===== src/rtl/dmem_ctrl_if.sv =====
// ============================================================================
// Module      : dmem_ctrl_if
// Description : Data-memory request/ready bus between the MEM-stage controller
//               (master) and the data memory (slave).
// Revision    : 1.0
// ============================================================================
`default_nettype none

interface dmem_ctrl_if;
    logic        mem_req;
    logic        mem_we;
    logic [31:0] mem_addr;
    logic [3:0]  mem_be;
    logic [31:0] mem_wdata;
    logic        mem_ready;
    logic [31:0] mem_rdata;

    modport master (
        output mem_req, mem_we, mem_addr, mem_be, mem_wdata,
        input  mem_ready, mem_rdata
    );

    modport slave (
        input  mem_req, mem_we, mem_addr, mem_be, mem_wdata,
        output mem_ready, mem_rdata
    );
endinterface

`default_nettype wire


===== src/rtl/dmem_ctrl.sv =====
// ============================================================================
// Module      : dmem_ctrl
// Description : MEM-stage data-memory controller with byte lanes, variable
//               latency handshake, pipeline stall, fault and timeout flags.
// Revision    : 1.0
// ============================================================================
`default_nettype none

module dmem_ctrl #(
    parameter int TIMEOUT = 16,
    parameter int CNT_W   = 5
) (
    input  wire logic        clk,
    input  wire logic        reset,
    input  wire logic        MemReadM,
    input  wire logic        MemWriteM,
    input  wire logic [2:0]  funct3M,
    input  wire logic [31:0] ALUResultM,
    input  wire logic [31:0] WriteDataM,
    dmem_ctrl_if.master      bus,
    output logic      [31:0] RD_data,
    output logic      [1:0]  byteAddrM,
    output logic             StallMem,
    output logic             faultM,
    output logic             buserrM
);

    localparam logic [CNT_W-1:0] c_cnt_one  = CNT_W'(1);
    localparam logic [CNT_W-1:0] c_cnt_last = CNT_W'(TIMEOUT - 1);

    typedef enum logic [1:0] {
        S_IDLE = 2'd0,
        S_WAIT = 2'd1,
        S_DONE = 2'd2
    } state_t;

    state_t            r_state, w_state_nxt;
    logic [CNT_W-1:0]  r_cnt, w_cnt_nxt;
    logic [31:0]       r_rdata, w_rdata_nxt;
    logic              r_buserr, w_buserr_nxt;

    logic              w_access, w_load_ok, w_store_ok, w_illegal, w_misaligned, w_good;
    logic              w_req, w_fault;
    logic [3:0]        w_be;
    logic [31:0]       w_wdata;

    // funct3[1:0] encodes size (00 byte, 01 half, 10 word); bit 2 is unsigned.
    always_comb begin
        w_access     = MemReadM | MemWriteM;
        w_load_ok    = (funct3M == 3'b000) || (funct3M == 3'b001) || (funct3M == 3'b010) ||
                       (funct3M == 3'b100) || (funct3M == 3'b101);
        w_store_ok   = (funct3M == 3'b000) || (funct3M == 3'b001) || (funct3M == 3'b010);
        w_illegal    = (MemReadM & MemWriteM) | (MemReadM & ~w_load_ok) | (MemWriteM & ~w_store_ok);
        w_misaligned = ((funct3M[1:0] == 2'b10) & (ALUResultM[1:0] != 2'b00)) |
                       ((funct3M[1:0] == 2'b01) & ALUResultM[0]);
        w_good       = w_access & ~w_illegal & ~w_misaligned;
    end

    always_comb begin
        w_be    = 4'b0000;
        w_wdata = 32'h0;
        case (funct3M[1:0])
            2'b00: begin
                w_be    = 4'b0001 << ALUResultM[1:0];
                w_wdata = {4{WriteDataM[7:0]}};
            end
            2'b01: begin
                w_be    = ALUResultM[1] ? 4'b1100 : 4'b0011;
                w_wdata = {2{WriteDataM[15:0]}};
            end
            2'b10: begin
                w_be    = 4'b1111;
                w_wdata = WriteDataM;
            end
            default: begin
                w_be    = 4'b0000;
                w_wdata = 32'h0;
            end
        endcase
    end

    always_ff @(posedge clk) begin
        if (!reset) begin
            r_state  <= S_IDLE;
            r_cnt    <= '0;
            r_rdata  <= 32'h0;
            r_buserr <= 1'b0;
        end else begin
            r_state  <= w_state_nxt;
            r_cnt    <= w_cnt_nxt;
            r_rdata  <= w_rdata_nxt;
            r_buserr <= w_buserr_nxt;
        end
    end

    // Request fields stay combinational from the EX/MEM inputs; the pipeline
    // is frozen while StallMem is high, so they are stable through WAIT.
    always_comb begin
        w_state_nxt  = r_state;
        w_cnt_nxt    = r_cnt;
        w_rdata_nxt  = r_rdata;
        w_buserr_nxt = r_buserr;
        w_req        = 1'b0;
        w_fault      = 1'b0;
        case (r_state)
            S_IDLE: begin
                if (w_good) begin
                    w_req = 1'b1;
                    if (bus.mem_ready) begin
                        if (MemReadM) w_rdata_nxt = bus.mem_rdata;
                        w_state_nxt = S_DONE;
                    end else begin
                        w_cnt_nxt   = c_cnt_one;
                        w_state_nxt = S_WAIT;
                    end
                end else if (w_access) begin
                    w_fault = 1'b1;
                end
            end
            S_WAIT: begin
                w_req = 1'b1;
                if (bus.mem_ready) begin
                    if (MemReadM) w_rdata_nxt = bus.mem_rdata;
                    w_state_nxt = S_DONE;
                end else if (r_cnt == c_cnt_last) begin
                    w_rdata_nxt  = 32'h0;
                    w_buserr_nxt = 1'b1;
                    w_state_nxt  = S_DONE;
                end else begin
                    w_cnt_nxt = r_cnt + c_cnt_one;
                end
            end
            S_DONE: begin
                w_buserr_nxt = 1'b0;
                w_cnt_nxt    = '0;
                w_state_nxt  = S_IDLE;
            end
            default: begin
                w_state_nxt = S_IDLE;
            end
        endcase
    end

    // Reset gates outputs combinationally so an in-flight request drops at once.
    always_comb begin
        bus.mem_req   = reset & w_req;
        bus.mem_we    = reset & w_req & MemWriteM;
        bus.mem_addr  = {ALUResultM[31:2], 2'b00};
        bus.mem_be    = (reset & w_req & MemWriteM) ? w_be    : 4'b0000;
        bus.mem_wdata = (reset & w_req & MemWriteM) ? w_wdata : 32'h0;
        StallMem      = reset & w_req;
        faultM        = reset & w_fault;
        buserrM       = reset & (r_state == S_DONE) & r_buserr;
        RD_data       = reset ? r_rdata : 32'h0;
        byteAddrM     = ALUResultM[1:0];
    end

endmodule

`default_nettype wire

===== src/flat_wrapper.sv =====
// flat-port wrapper written by rule: the top's interface ports become plain ports
module dmem_ctrl_flat 
#(
    parameter int TIMEOUT = 16,
    parameter int CNT_W   = 5
)
  (clk, reset, MemReadM, MemWriteM, funct3M, ALUResultM, WriteDataM, RD_data, byteAddrM, StallMem, faultM, buserrM, bus_mem_req, bus_mem_we, bus_mem_addr, bus_mem_be, bus_mem_wdata, bus_mem_ready, bus_mem_rdata);
  dmem_ctrl_if bus_i ();
  input  wire logic clk;
  input  wire logic reset;
  input  wire logic MemReadM;
  input  wire logic MemWriteM;
  input  wire logic [2:0] funct3M;
  input  wire logic [31:0] ALUResultM;
  input  wire logic [31:0] WriteDataM;
  output logic      [31:0] RD_data;
  output logic      [1:0] byteAddrM;
  output logic StallMem;
  output logic faultM;
  output logic buserrM;
  output wire logic [$bits(bus_i.mem_req)-1:0] bus_mem_req;
  output wire logic [$bits(bus_i.mem_we)-1:0] bus_mem_we;
  output wire logic [$bits(bus_i.mem_addr)-1:0] bus_mem_addr;
  output wire logic [$bits(bus_i.mem_be)-1:0] bus_mem_be;
  output wire logic [$bits(bus_i.mem_wdata)-1:0] bus_mem_wdata;
  input wire logic [$bits(bus_i.mem_ready)-1:0] bus_mem_ready;
  input wire logic [$bits(bus_i.mem_rdata)-1:0] bus_mem_rdata;
  assign bus_mem_req = bus_i.mem_req;
  assign bus_mem_we = bus_i.mem_we;
  assign bus_mem_addr = bus_i.mem_addr;
  assign bus_mem_be = bus_i.mem_be;
  assign bus_mem_wdata = bus_i.mem_wdata;
  assign bus_i.mem_ready = bus_mem_ready;
  assign bus_i.mem_rdata = bus_mem_rdata;
  dmem_ctrl #(.TIMEOUT(TIMEOUT), .CNT_W(CNT_W)) u_core (.clk(clk), .reset(reset), .MemReadM(MemReadM), .MemWriteM(MemWriteM), .funct3M(funct3M), .ALUResultM(ALUResultM), .WriteDataM(WriteDataM), .bus(bus_i), .RD_data(RD_data), .byteAddrM(byteAddrM), .StallMem(StallMem), .faultM(faultM), .buserrM(buserrM));
endmodule

===== config.mk =====
export PLATFORM = sky130hd
export DESIGN_NAME = dmem_ctrl_flat
export DESIGN_NICKNAME = d
export VERILOG_FILES = /design/src/rtl/dmem_ctrl_if.sv /design/src/rtl/dmem_ctrl.sv /design/src/flat_wrapper.sv
export SDC_FILE = /design/constraint.sdc
export NUM_CORES = 1
export LEC_CHECK = 0
export CORE_UTILIZATION = 30
export DETAILED_ROUTE_END_ITERATION = 7
export PLACE_DENSITY = 0.89
export SLEW_MARGIN = 40
export SYNTH_ARGS = -nofsm -noshare
export SYNTH_HDL_FRONTEND = slang
export SYNTH_SLANG_ARGS = --single-unit

===== constraint.sdc =====
create_clock -name clk -period 1.8 [get_ports clk]
set_input_delay 0.36 -clock clk [delete_from_list [all_inputs] [get_ports clk]]
set_output_delay 0.36 -clock clk [all_outputs]
set_load 0.05 [all_outputs]

==> results of run 1 <==
-- worst max-delay path, delay by kind of cell, from the launching register on --
family                     cells  cell delay (ns)
DFF                            1             0.37
adders and majority gates      1             0.12
and+or+nand+nor                1             0.18
buffers and inverters          3             0.38
AOI/OAI and AO/OA              3             0.51
-- layout by cell type, fill, tap and decap left out, types with 2 or more instances in the layout --
master | Yosys | layout
buf_12 | 0 | 74
clkdlybuf4s50_1 | 0 | 65
buf_4 | 35 | 42
dfxtp_1 | 40 | 36
nand2_1 | 35 | 32
and2_1 | 40 | 32
a22o_1 | 32 | 32
a21oi_4 | 0 | 19
nor2_4 | 0 | 13
buf_6 | 4 | 12
buf_8 | 0 | 10
mux2_2 | 8 | 8
a22oi_1 | 9 | 8
and2_4 | 0 | 8
clkbuf_8 | 0 | 7
a21oi_1 | 24 | 5
ha_4 | 0 | 5
and3_4 | 0 | 4
nor2_2 | 0 | 4
buf_2 | 8 | 4
inv_1 | 6 | 3
nor2_1 | 20 | 3
nand3_1 | 3 | 3
mux2i_1 | 3 | 3
dfxtp_2 | 0 | 3
inv_4 | 0 | 2
nand2_2 | 0 | 2
o31ai_4 | 1 | 2
nand2b_1 | 3 | 2
o21ai_0 | 5 | 2
o21ai_1 | 0 | 2
nor3_1 | 2 | 2
a21boi_1 | 1 | 2
conb_1 | 1 | 2
clkbuf_2 | 0 | 2
-- worst min-delay path by stage --
| stage | endpoint | slack (ns) | cells past startpoint |
|---|---|---|---|
| 4_1_cts | u_core.r_cnt[4]$_SDFFE_PN0P_ | 0.49 | 2 |
| 5_1_grt | u_core.r_cnt[4]$_SDFFE_PN0P_ | 0.51 | 2 |
| 6_report | u_core.r_cnt[4]$_SDFFE_PN0P_ | 0.48 | 2 |
| 3_5_place_dp | u_core.r_cnt[4]$_SDFFE_PN0P_ | 0.48 | 2 |
| 3_3_place_gp | u_core.r_cnt[4]$_SDFFE_PN0P_ | 0.45 | 2 |
| 2_1_floorplan | u_core.r_cnt[4]$_SDFFE_PN0P_ | 0.44 | 2 |
-- power by group through the flow --
stage | clock [mW] | combinational (mW) | sequential, mW
CTS | 0.822 | 2.18 | 0.978
global route | 0.856 | 2.33 | 0.997
global placement | 0 | 1.73 | 0.993
floorplan | 0 | 1.16 | 1.00
finish | 0.798 | 2.21 | 0.989
detailed placement | 0 | 1.79 | 0.998
-- metrics by stage --
step / instance area [sq um] / std cells / TNS (ns) / setup WS, ns / power, mW
finish: 5870 / 595 / -13.35 / -0.408 / 3.99
CTS: 5830 / 596 / -14.61 / -0.421 / 3.98
global placement: 5320 / 570 / -67.28 / -0.975 / 2.72
detailed placement: 5330 / 572 / -57.15 / -0.769 / 2.79
global route: 5870 / 595 / -16.84 / -0.484 / 4.18
floorplan: 3080 / 325 / -5.16 / -0.192 / 2.16
-- layer usage --
metal / GRT usage [%] / wire length [microns] / up-vias
met4: 8.95 / 276 / 0
met2: 38.1 / 5100 / 145
met1: 21.1 / 3630 / 1424
met5: 0 / 0 / -
li1: - / - / 1418
met3: 6.26 / 832 / 25
-- final cells by class --
class	instances	area (sq um)
clock buffer	7	96.3
clock inverter	1	30.0
fill	609	2810
inverter	7	35.0
multi-input combinational	223	2000
sequential	40	808
tap	108	135
timing repair buffer	209	2760
-- cells in the mapped netlist (all sizes together), types with 2 or more instances --
cell type  count
a21o           2
nor3           2
o31ai          3
a21boi         5
nand2b         3
a22oi          9
a22o          33
ha             6
nor2          20
buf           47
nand2         35
nand3          3
a21oi         25
clkbuf         8
nor2b          2
o21ai          5
inv            6
a31oi          2
and2          40
dfxtp         40
mux2           8
mux2i          3
and3           4
-- registers in the layout, indices dropped and copies added (netlist names) --
signal / count
u_core.r_rdata: 32
u_core.r_cnt: 5
u_core.r_state: 2
u_core.r_buserr: 1
-- logic make-up (layout without fill, tap and decap cells) --
logic type               after synthesis  count (layout)  synth area share (%)
AO/OA/AOI/OAI                         89              89                  25.5
adder cells (fa/ha/maj)                6               6                  2.80
AND/OR/NAND/NOR                      115             115                  22.1
multiplexers                          11              11                  4.48
other                                  1               2                 0.140
buffers and inverters                 62             224                  15.1
flip-flops                            40              40                  29.9
-- timing repair --
item / in CTS / in global routing
setup endpoints to repair: 111 / 98
gates resized for setup: 89 / 22
pin swaps: 48 / 7
cloned: 1 / 0
buffers inserted: 16 / 4
==> impl_metrics.ini, run 1 <==
[outcome]
status = finished, violations left
violations = negative setup slack

[power]
intPower_mw = 2.55
power_frac_seq_pct = 24.8
switching_power_mw = 1.44
swShare_pct = 36.2
power_frac_comb_pct = 55.3
p_per_area_mw_per_mm2 = 681
leakage_nw = 2.29
ir_drop_mv = 0.410
clockPowerShare_pct = 20.0

[timing]
fin_crit_ns = 2.21
worst_slack_ns = -0.408
rsz0062_at_grt = yes
drv_slew = 0
skew_ns = 0.00576
whs_ns = 0.485
final-hold-violation-count = 0
fmax_ghz = 0.453
fin_crit_sh_pct = 123
setup_viol = 40

[final_layout]
drive_gt1_share_pct = 49.1
n_antenna_cell = 0
synthToLayoutAreaGrowth_pct = 119
fin_util_pct = 67.6
final_nets = 596

[yosys]
yosys_warnings = 0
synth_area_leaders = dfxtp_1, a22o_1, buf_4
async_flop_share_pct = 0
synth_cell_types = 44
syn-mean-instance-area_sq_um = 8.27
synth_seq_area_share_pct = 29.9
synth-edff-count = 0
synth_area_leader_cell = dfxtp_1
ys_seq_elements = 40
syn-cell-area_sq_mm = 0.00268
synthCells = 324
ys.flop_type = dfxtp_1
yosysTopAreaCellShare_pct = 29.9

[routing]
vias_per_cell = 5.06
drt_first_pass_iters = 4
wl_per_cell_microns = 16.5
routed_wl_microns = 9850
drtIter0Drc = 69
drtAntennaViolNets = 0
route.detailed.drc = 0
routed-via-count = 3012

[die]
core_sq_mm = 0.00868
dieArea_sq_mm = 0.00932
boundaryPins = 211
initial_core_util_pct = 30.9
rows = 34
die_x_microns = 96.5
dieHeight_microns = 96.5

[worst_setup_path]
criticalPathCategory = flop to primary output
endpoint = bus_mem_be[3]
worst_setup_path_start_kind = flop
reg2reg_to = u_core.r_cnt[2]$_SDFFE_PN0P_
cp_max_fo = 4
cp_slowest_cell = dfxtp_4
worstPathArrival_ns = 1.85
cp_slowest_stage_delay_ns = 0.37
end_kind = primary output
required_ns = 1.44
reg2reg_from = u_core.r_state[0]$_SDFFE_PN0P_
crit_chain = inv_4, ha_4, and3_4, a31oi_4, buf_6, a21o_4, a21oi_4, buf_8
ff2ff_setup_slack_ns = -0.06
startpoint = u_core.r_state[0]$_SDFFE_PN0P_
rr_worst_depth = 9

[grt]
gr-total-overflow = 0
antenna_found_initial = 0
grt_first_pass_wirelength_microns = 14600
track_usage_pct = 20.6
first_global_vias = 3027
grt_max_degree = 33

[clocking]
clk_pin_slew_ns = 0.08
clk-insertion-delay-late_ns = 0.29
cts_buffer_depth = 2
htreeDepth = 2
cts_buffers = 5
root_buffer = clkbuf_8
cts_tree = done
clock-sinks = 40
cts_hold_buf = 0

[run]
maxCapViolCount = 0

[placed_design]
numPortBuffers = 148
gp_congestion = 0.825
dp_hpwl_microns = 7170

[worst_hold_path]
holdCritPathClass = flop to flop
hold_start = u_core.r_cnt[4]$_SDFFE_PN0P_
Note: power is estimated with default switching activity, not from simulation.
==> inputs of run 2 (changes only) <==
--- a/config.mk
+++ b/config.mk
@@ -8,4 +8,5 @@
 export CORE_UTILIZATION = 30
+export CTS_BUF_LIST = sky130_fd_sc_hd__clkbuf_16
 export DETAILED_ROUTE_END_ITERATION = 7
-export PLACE_DENSITY = 0.89
+export PLACE_DENSITY = 0.77
 export SLEW_MARGIN = 40
--- a/constraint.sdc
+++ b/constraint.sdc
@@ -3,2 +3,2 @@
 set_output_delay 0.36 -clock clk [all_outputs]
-set_load 0.05 [all_outputs]
+set_load 0.01 [all_outputs]
==> run 2 against run 1 <==
The flow still finishes with violations (negative setup slack). Sequential cell count stayed put. Clock power is 10% higher. First-iteration DRC count is 4.3% lower. Sequential share of layout area is 2.2 points higher. Die area stayed put. Worst hold slack worse by 0.023 ns. Global-route usage is 0.31 points higher. Power is 8.9% lower. Largest power group unchanged.
==> impl_metrics.ini, run 2 (synthesized netlist as in run 1, its figures left out) <==
[timing]
fin_crit_ns = 2.10
fin_crit_sh_pct = 117
rsz0062_at_grt = yes
final-hold-violation-count = 0
setup_viol = 72
whs_ns = 0.462
drv_slew = 0
setup-tns-final_ns = -9.98
skew_ns = 0.00521
worst_slack_ns = -0.303
fmax_ghz = 0.475

[final_layout]
drive_gt1_share_pct = 41.5
final_area_sq_mm = 0.00508
multi_input_area_sq_mm = 0.00185
final_cell_mix = clkdlybuf4s50_1, buf_4, dfxtp_1
regMostFlops = u_core.r_rdata
fin_util_pct = 58.5
largest_reg_flops = 32
final_nets = 603
n_antenna_cell = 0
layoutNonFillerInstCount = 602
synthToLayoutAreaGrowth_pct = 89.6
fillers = 752
seqCellArea_sq_um = 811
top_regs = u_core.r_rdata (32), u_core.r_cnt (5), u_core.r_state (2)
final_common_cell = clkdlybuf4s50_1

[worst_setup_path]
required_ns = 1.44
end_kind = primary output
ff2ff_setup_slack_ns = -0.09
path_buf_inv = 4
worstPathArrival_ns = 1.74
worst_setup_path_start_kind = flop
critical_path.top_delay_family = buffers and inverters
cp_slowest_cell = dfxtp_4
cp_slowest_stage_delay_ns = 0.36
cp_max_fo = 8
criticalPathCategory = flop to primary output
cpMostUsedCell = buf_12
crit_chain = inv_4, ha_4, and3_4, a31oi_4, buf_12, a21oi_4, buf_12, and2_4, buf_6

[clocking]
clock-sinks = 40
clk_pin_slew_ns = 0.06
root_buffer = clkbuf_16
htreeDepth = 2
clk-insertion-delay-late_ns = 0.28
cts_hold_buf = 0
cts_buffers = 5
cts_buffer_depth = 2
cts_tree = done

[routing]
wl_met1_microns = 3880
drtAntennaViolNets = 0
routed-via-count = 3051
wl_met3_microns = 834
drtIter0Drc = 66
route.detailed.drc = 0
routed_wl_microns = 10200
routed.top_layer = met4
wl_met2_microns = 5110
drt_first_pass_iters = 5
wl_per_cell_microns = 16.9
vias_per_cell = 5.07

[grt]
grt_max_degree = 25
grt_first_pass_wirelength_microns = 14800
gr-total-overflow = 0
first_global_vias = 3085
antenna_found_initial = 0
track_usage_pct = 20.9

[die]
core_sq_mm = 0.00868
boundaryPins = 211
dieArea_sq_mm = 0.00932
rows = 34
initial_core_util_pct = 30.9
die_x_microns = 96.5
dieHeight_microns = 96.5

[placed_design]
numPortBuffers = 148
dp_hpwl_microns = 6450
dpl_worst_slack_ns = -1.14
place_inst = 570
gp_congestion = 0.825
dpl_cell_area_sq_mm = 0.00433

[outcome]
violations = negative setup slack
status = finished, violations left

[power]
ir_drop_mv = 0.556
leakage_nw = 2.31
p_total_mw = 3.64
p_per_area_mw_per_mm2 = 716

[worst_hold_path]
holdCritPathClass = flop to flop

[run]
maxCapViolCount = 0
[run 2: cell types whose count changed in the layout (fill, tap and decap cells not counted), moves of 9 or more]
| cell | change |
|---|---|
| buf_6 | +12 |
| nor2_4 | -11 |
| a21oi_4 | -9 |
| clkdlybuf4s50_1 | +22 |
| buf_4 | +9 |
| buf_8 | -9 |
| buf_2 | +23 |
| buf_12 | -67 |
| dlymetal6s2s_1 | +12 |
[run 2: area by class of cell]
| type | count | area share, % |
|---|---|---|
| Sequential cell | 40 | 16.0 |
| Multi-Input combinational cell | 223 | 36.3 |
| Clock buffer | 5 | 2.46 |
| Inverter | 7 | 0.665 |
| Timing Repair Buffer | 216 | 41.5 |
| Tap cell | 108 | 2.66 |
| Clock inverter | 3 | 0.419 |
[run 2: repair_timing]
| action | in CTS | in global routing |
|---|---|---|
| setup buffers | 16 | 8 |
| setup endpoints to repair | 114 | 90 |
| gates cloned | 6 | 1 |
| resized for setup | 263 | 73 |
| pin swaps | 21 | 56 |
[run 2: path summary, 6_finish.rpt]
| path | depth (start not counted) | endpoint | from |
|---|---|---|---|
| setup / recovery | 9 | bus_mem_wdata[7] | u_core.r_state[0]$_SDFFE_PN0P_ |
| hold / removal | 2 | u_core.r_cnt[4]$_SDFFE_PN0P_ | u_core.r_cnt[4]$_SDFFE_PN0P_ |
| setup reg to reg | 8 | u_core.r_cnt[2]$_SDFFE_PN0P_ | u_core.r_cnt[1]$_SDFFE_PN0P_ |
| hold reg to reg | 2 | u_core.r_cnt[4]$_SDFFE_PN0P_ | u_core.r_cnt[4]$_SDFFE_PN0P_ |
[run 2: power breakdown]
group	switching, mW	internal [mW]
combinational	0.813	0.951
clock	0.365	0.516
sequential	0.0434	0.949
[run 2: worst register-to-register path: stages, from the launching register on]
cell,delay (ns)
dfxtp_4,0.36
ha_4,0.15
and3_4,0.18
ha_4,0.17
nor2_4,0.12
nor2_2,0.05
or2_1,0.26
or4_1,0.40
a21boi_1,0.14
[run 2: routing by layer]
layer | up-vias | track usage (%)
met5 | - | 0
met1 | 1441 | 22.3
met4 | 0 | 8.70
li1 | 1434 | -
met2 | 146 | 38.4
met3 | 30 | 5.56
==> inputs of run 3 (changes only) <==
- CORE_AREA: unset -> 2 2 81 83
- CORE_UTILIZATION: 30 -> unset
- DIE_AREA: unset -> 0 0 83 85
- DONT_BUFFER_PORTS: unset -> 1
- HOLD_SLACK_MARGIN: unset -> 0.12
- PLACE_DENSITY: 0.77 -> 0.6
==> run 3 against run 2 <==
The run still ends with negative setup slack left. Highest routed layer unchanged. Sequential share of layout area up 8.9 points. Setup slack better by 0.13 ns. Core utilization down 6.2 points. Register-to-register slack worse by 0.07 ns. Maximum frequency up 6.8%. Cell count down 33%. Non-clock buffer count down 170. Sequential cell count unchanged. First-iteration DRC count up 58%.
==> impl_metrics.ini, run 3 (synthesized netlist as in run 1, its figures left out) <==
[final_layout]
drive_gt1_share_pct = 36.4
largest_reg_flops = 32
layoutNonFillerInstCount = 401
fin_util_pct = 52.3
top_regs = u_core.r_rdata (32), u_core.r_cnt (5), u_core.r_state (2)
multi_input_area_sq_mm = 0.00171
final_cell_mix = dfxtp_1, buf_4, nand2_1, and2_1, a22o_1
regMostFlops = u_core.r_rdata
final_area_sq_mm = 0.00325
seqCellArea_sq_um = 806
n_antenna_cell = 0
final_common_cell = dfxtp_1
fillers = 622
synthToLayoutAreaGrowth_pct = 21.2
final_nets = 433

[worst_setup_path]
ff2ff_setup_slack_ns = -0.16
required_ns = 1.44
cp_max_fo = 5
worst_setup_path_start_kind = flop
reg2reg_to = u_core.r_cnt[2]$_SDFFE_PN0P_
worstPathArrival_ns = 1.61
reg2reg_from = u_core.r_cnt[1]$_SDFFE_PN0P_
rr_worst_depth = 8
criticalPathCategory = flop to primary output
end_kind = primary output

[timing]
drv_slew = 0
final-hold-violation-count = 0
whs_ns = 0.205
fin_crit_sh_pct = 109
setup_viol = 44
skew_ns = 0.00409
worst_slack_ns = -0.170
fmax_ghz = 0.508
fin_crit_ns = 1.97
rsz0062_at_grt = yes

[outcome]
status = finished, violations left
violations = negative setup slack

[die]
die_x_microns = 83
rows = 29
dieHeight_microns = 85
initial_core_util_pct = 43.2
boundaryPins = 211
core_sq_mm = 0.00620
dieArea_sq_mm = 0.00706

[clocking]
htreeDepth = 2
clk-insertion-delay-late_ns = 0.28
root_buffer = clkbuf_16
cts_buffers = 5
clock-sinks = 40
clk_pin_slew_ns = 0.06
cts_buffer_depth = 2
cts_tree = done

[routing]
drt_first_pass_iters = 5
routed_wl_microns = 7740
drtIter0Drc = 104
vias_per_cell = 5.80
drtAntennaViolNets = 0
route.detailed.drc = 0
wl_per_cell_microns = 19.3
routed-via-count = 2327

[grt]
met3_usage_pct = 6.81
antenna_found_initial = 0
grt_first_pass_wirelength_microns = 11600
met2_usage_pct = 33.9
first_global_vias = 2322
top_usage_layer = met2
gr-total-overflow = 0
grt_max_degree = 50
grtUsageMet1_pct = 25.3
track_usage_pct = 20.6

[run]
maxCapViolCount = 0

[power]
leakage_nw = 1.29
ir_drop_mv = 0.669
p_per_area_mw_per_mm2 = 977
p_total_mw = 3.17

[placed_design]
numPortBuffers = 0
dp_hpwl_microns = 5080
gp_congestion = 0.877
place_inst = 378
dpl_cell_area_sq_mm = 0.00270

[worst_hold_path]
hold_path_depth = 1
hold_start = bus_mem_rdata[28]
holdCritPathClass = input port to flop
hold_end = u_core.r_rdata[28]$_SDFFE_PN0P_
run 3: cell types whose count changed in the layout (fill, tap and decap cells not counted), moves of 8 or more:
cell,delta
a21oi_4,-10
clkdlybuf4s50_1,-87
buf_4,-16
dlymetal6s2s_1,-12
buf_2,-27
nor2_1,+9
buf_6,-18
nor2_2,-8
run 3: timing repair:
action                     4_1_cts  5_1_grt
resized for setup               28       26
cloned                           3        1
setup buffers                    6        8
hold buffers                     0        0
setup endpoints to repair       70       76
pin swaps                       15       41
run 3: routing by layer:
metal | part of all wire, % | routed length, microns
met5 | 0 | 0
met4 | 0.49 | 38
met1 | 42 | 3270
met3 | 9.5 | 736
met2 | 48 | 3700
run 3: per-stage QoR:
stage,setup TNS (ns),setup slack [ns]
floorplan,-0.184,-0.0248
global placement,-0.201,-0.0350
detailed placement,-0.976,-0.0688
CTS,-5.44,-0.170
global route,-10.29,-0.270
finish,-4.84,-0.170
run 3: layout make-up:
class / instances / share of cell area (%)
Clock buffer: 5 / 3.85
Inverter: 7 / 0.924
Timing Repair Buffer: 46 / 13.7
Clock inverter: 3 / 1.16
Sequential cell: 40 / 24.8
Multi-Input combinational cell: 223 / 52.6
Tap cell: 77 / 2.97
run 3: worst max-delay path by stage:
stage	startpoint	endpoint	slack, ns	cells past startpoint
after floorplan	u_core.r_cnt[1]$_SDFFE_PN0P_	u_core.r_cnt[2]$_SDFFE_PN0P_	-0.02	8
after detailed placement	u_core.r_cnt[1]$_SDFFE_PN0P_	u_core.r_cnt[2]$_SDFFE_PN0P_	-0.07	8
after global routing	u_core.r_state[0]$_SDFFE_PN0P_	bus_mem_be[3]	-0.27	7
final	u_core.r_state[1]$_SDFFE_PN0P_	bus_mem_be[3]	-0.17	7
after CTS	u_core.r_state[1]$_SDFFE_PN0P_	bus_mem_be[3]	-0.17	7
after global placement	u_core.r_cnt[1]$_SDFFE_PN0P_	u_core.r_cnt[2]$_SDFFE_PN0P_	-0.04	8
run 3: where the power goes:
group / internal, mW / switching, mW / total, mW
Sequential: 0.948 / 0.0298 / 0.978
Clock: 0.644 / 0.337 / 0.981
Combinational: 0.588 / 0.626 / 1.21
run 3: worst max-delay path, cell delays in order, from the launching register on:
cell     delay [ns]
dfxtp_2        0.34
inv_2          0.05
ha_2           0.18
and3_4         0.15
a31oi_4        0.22
a21o_1         0.20
a21oi_2        0.05
buf_4          0.14
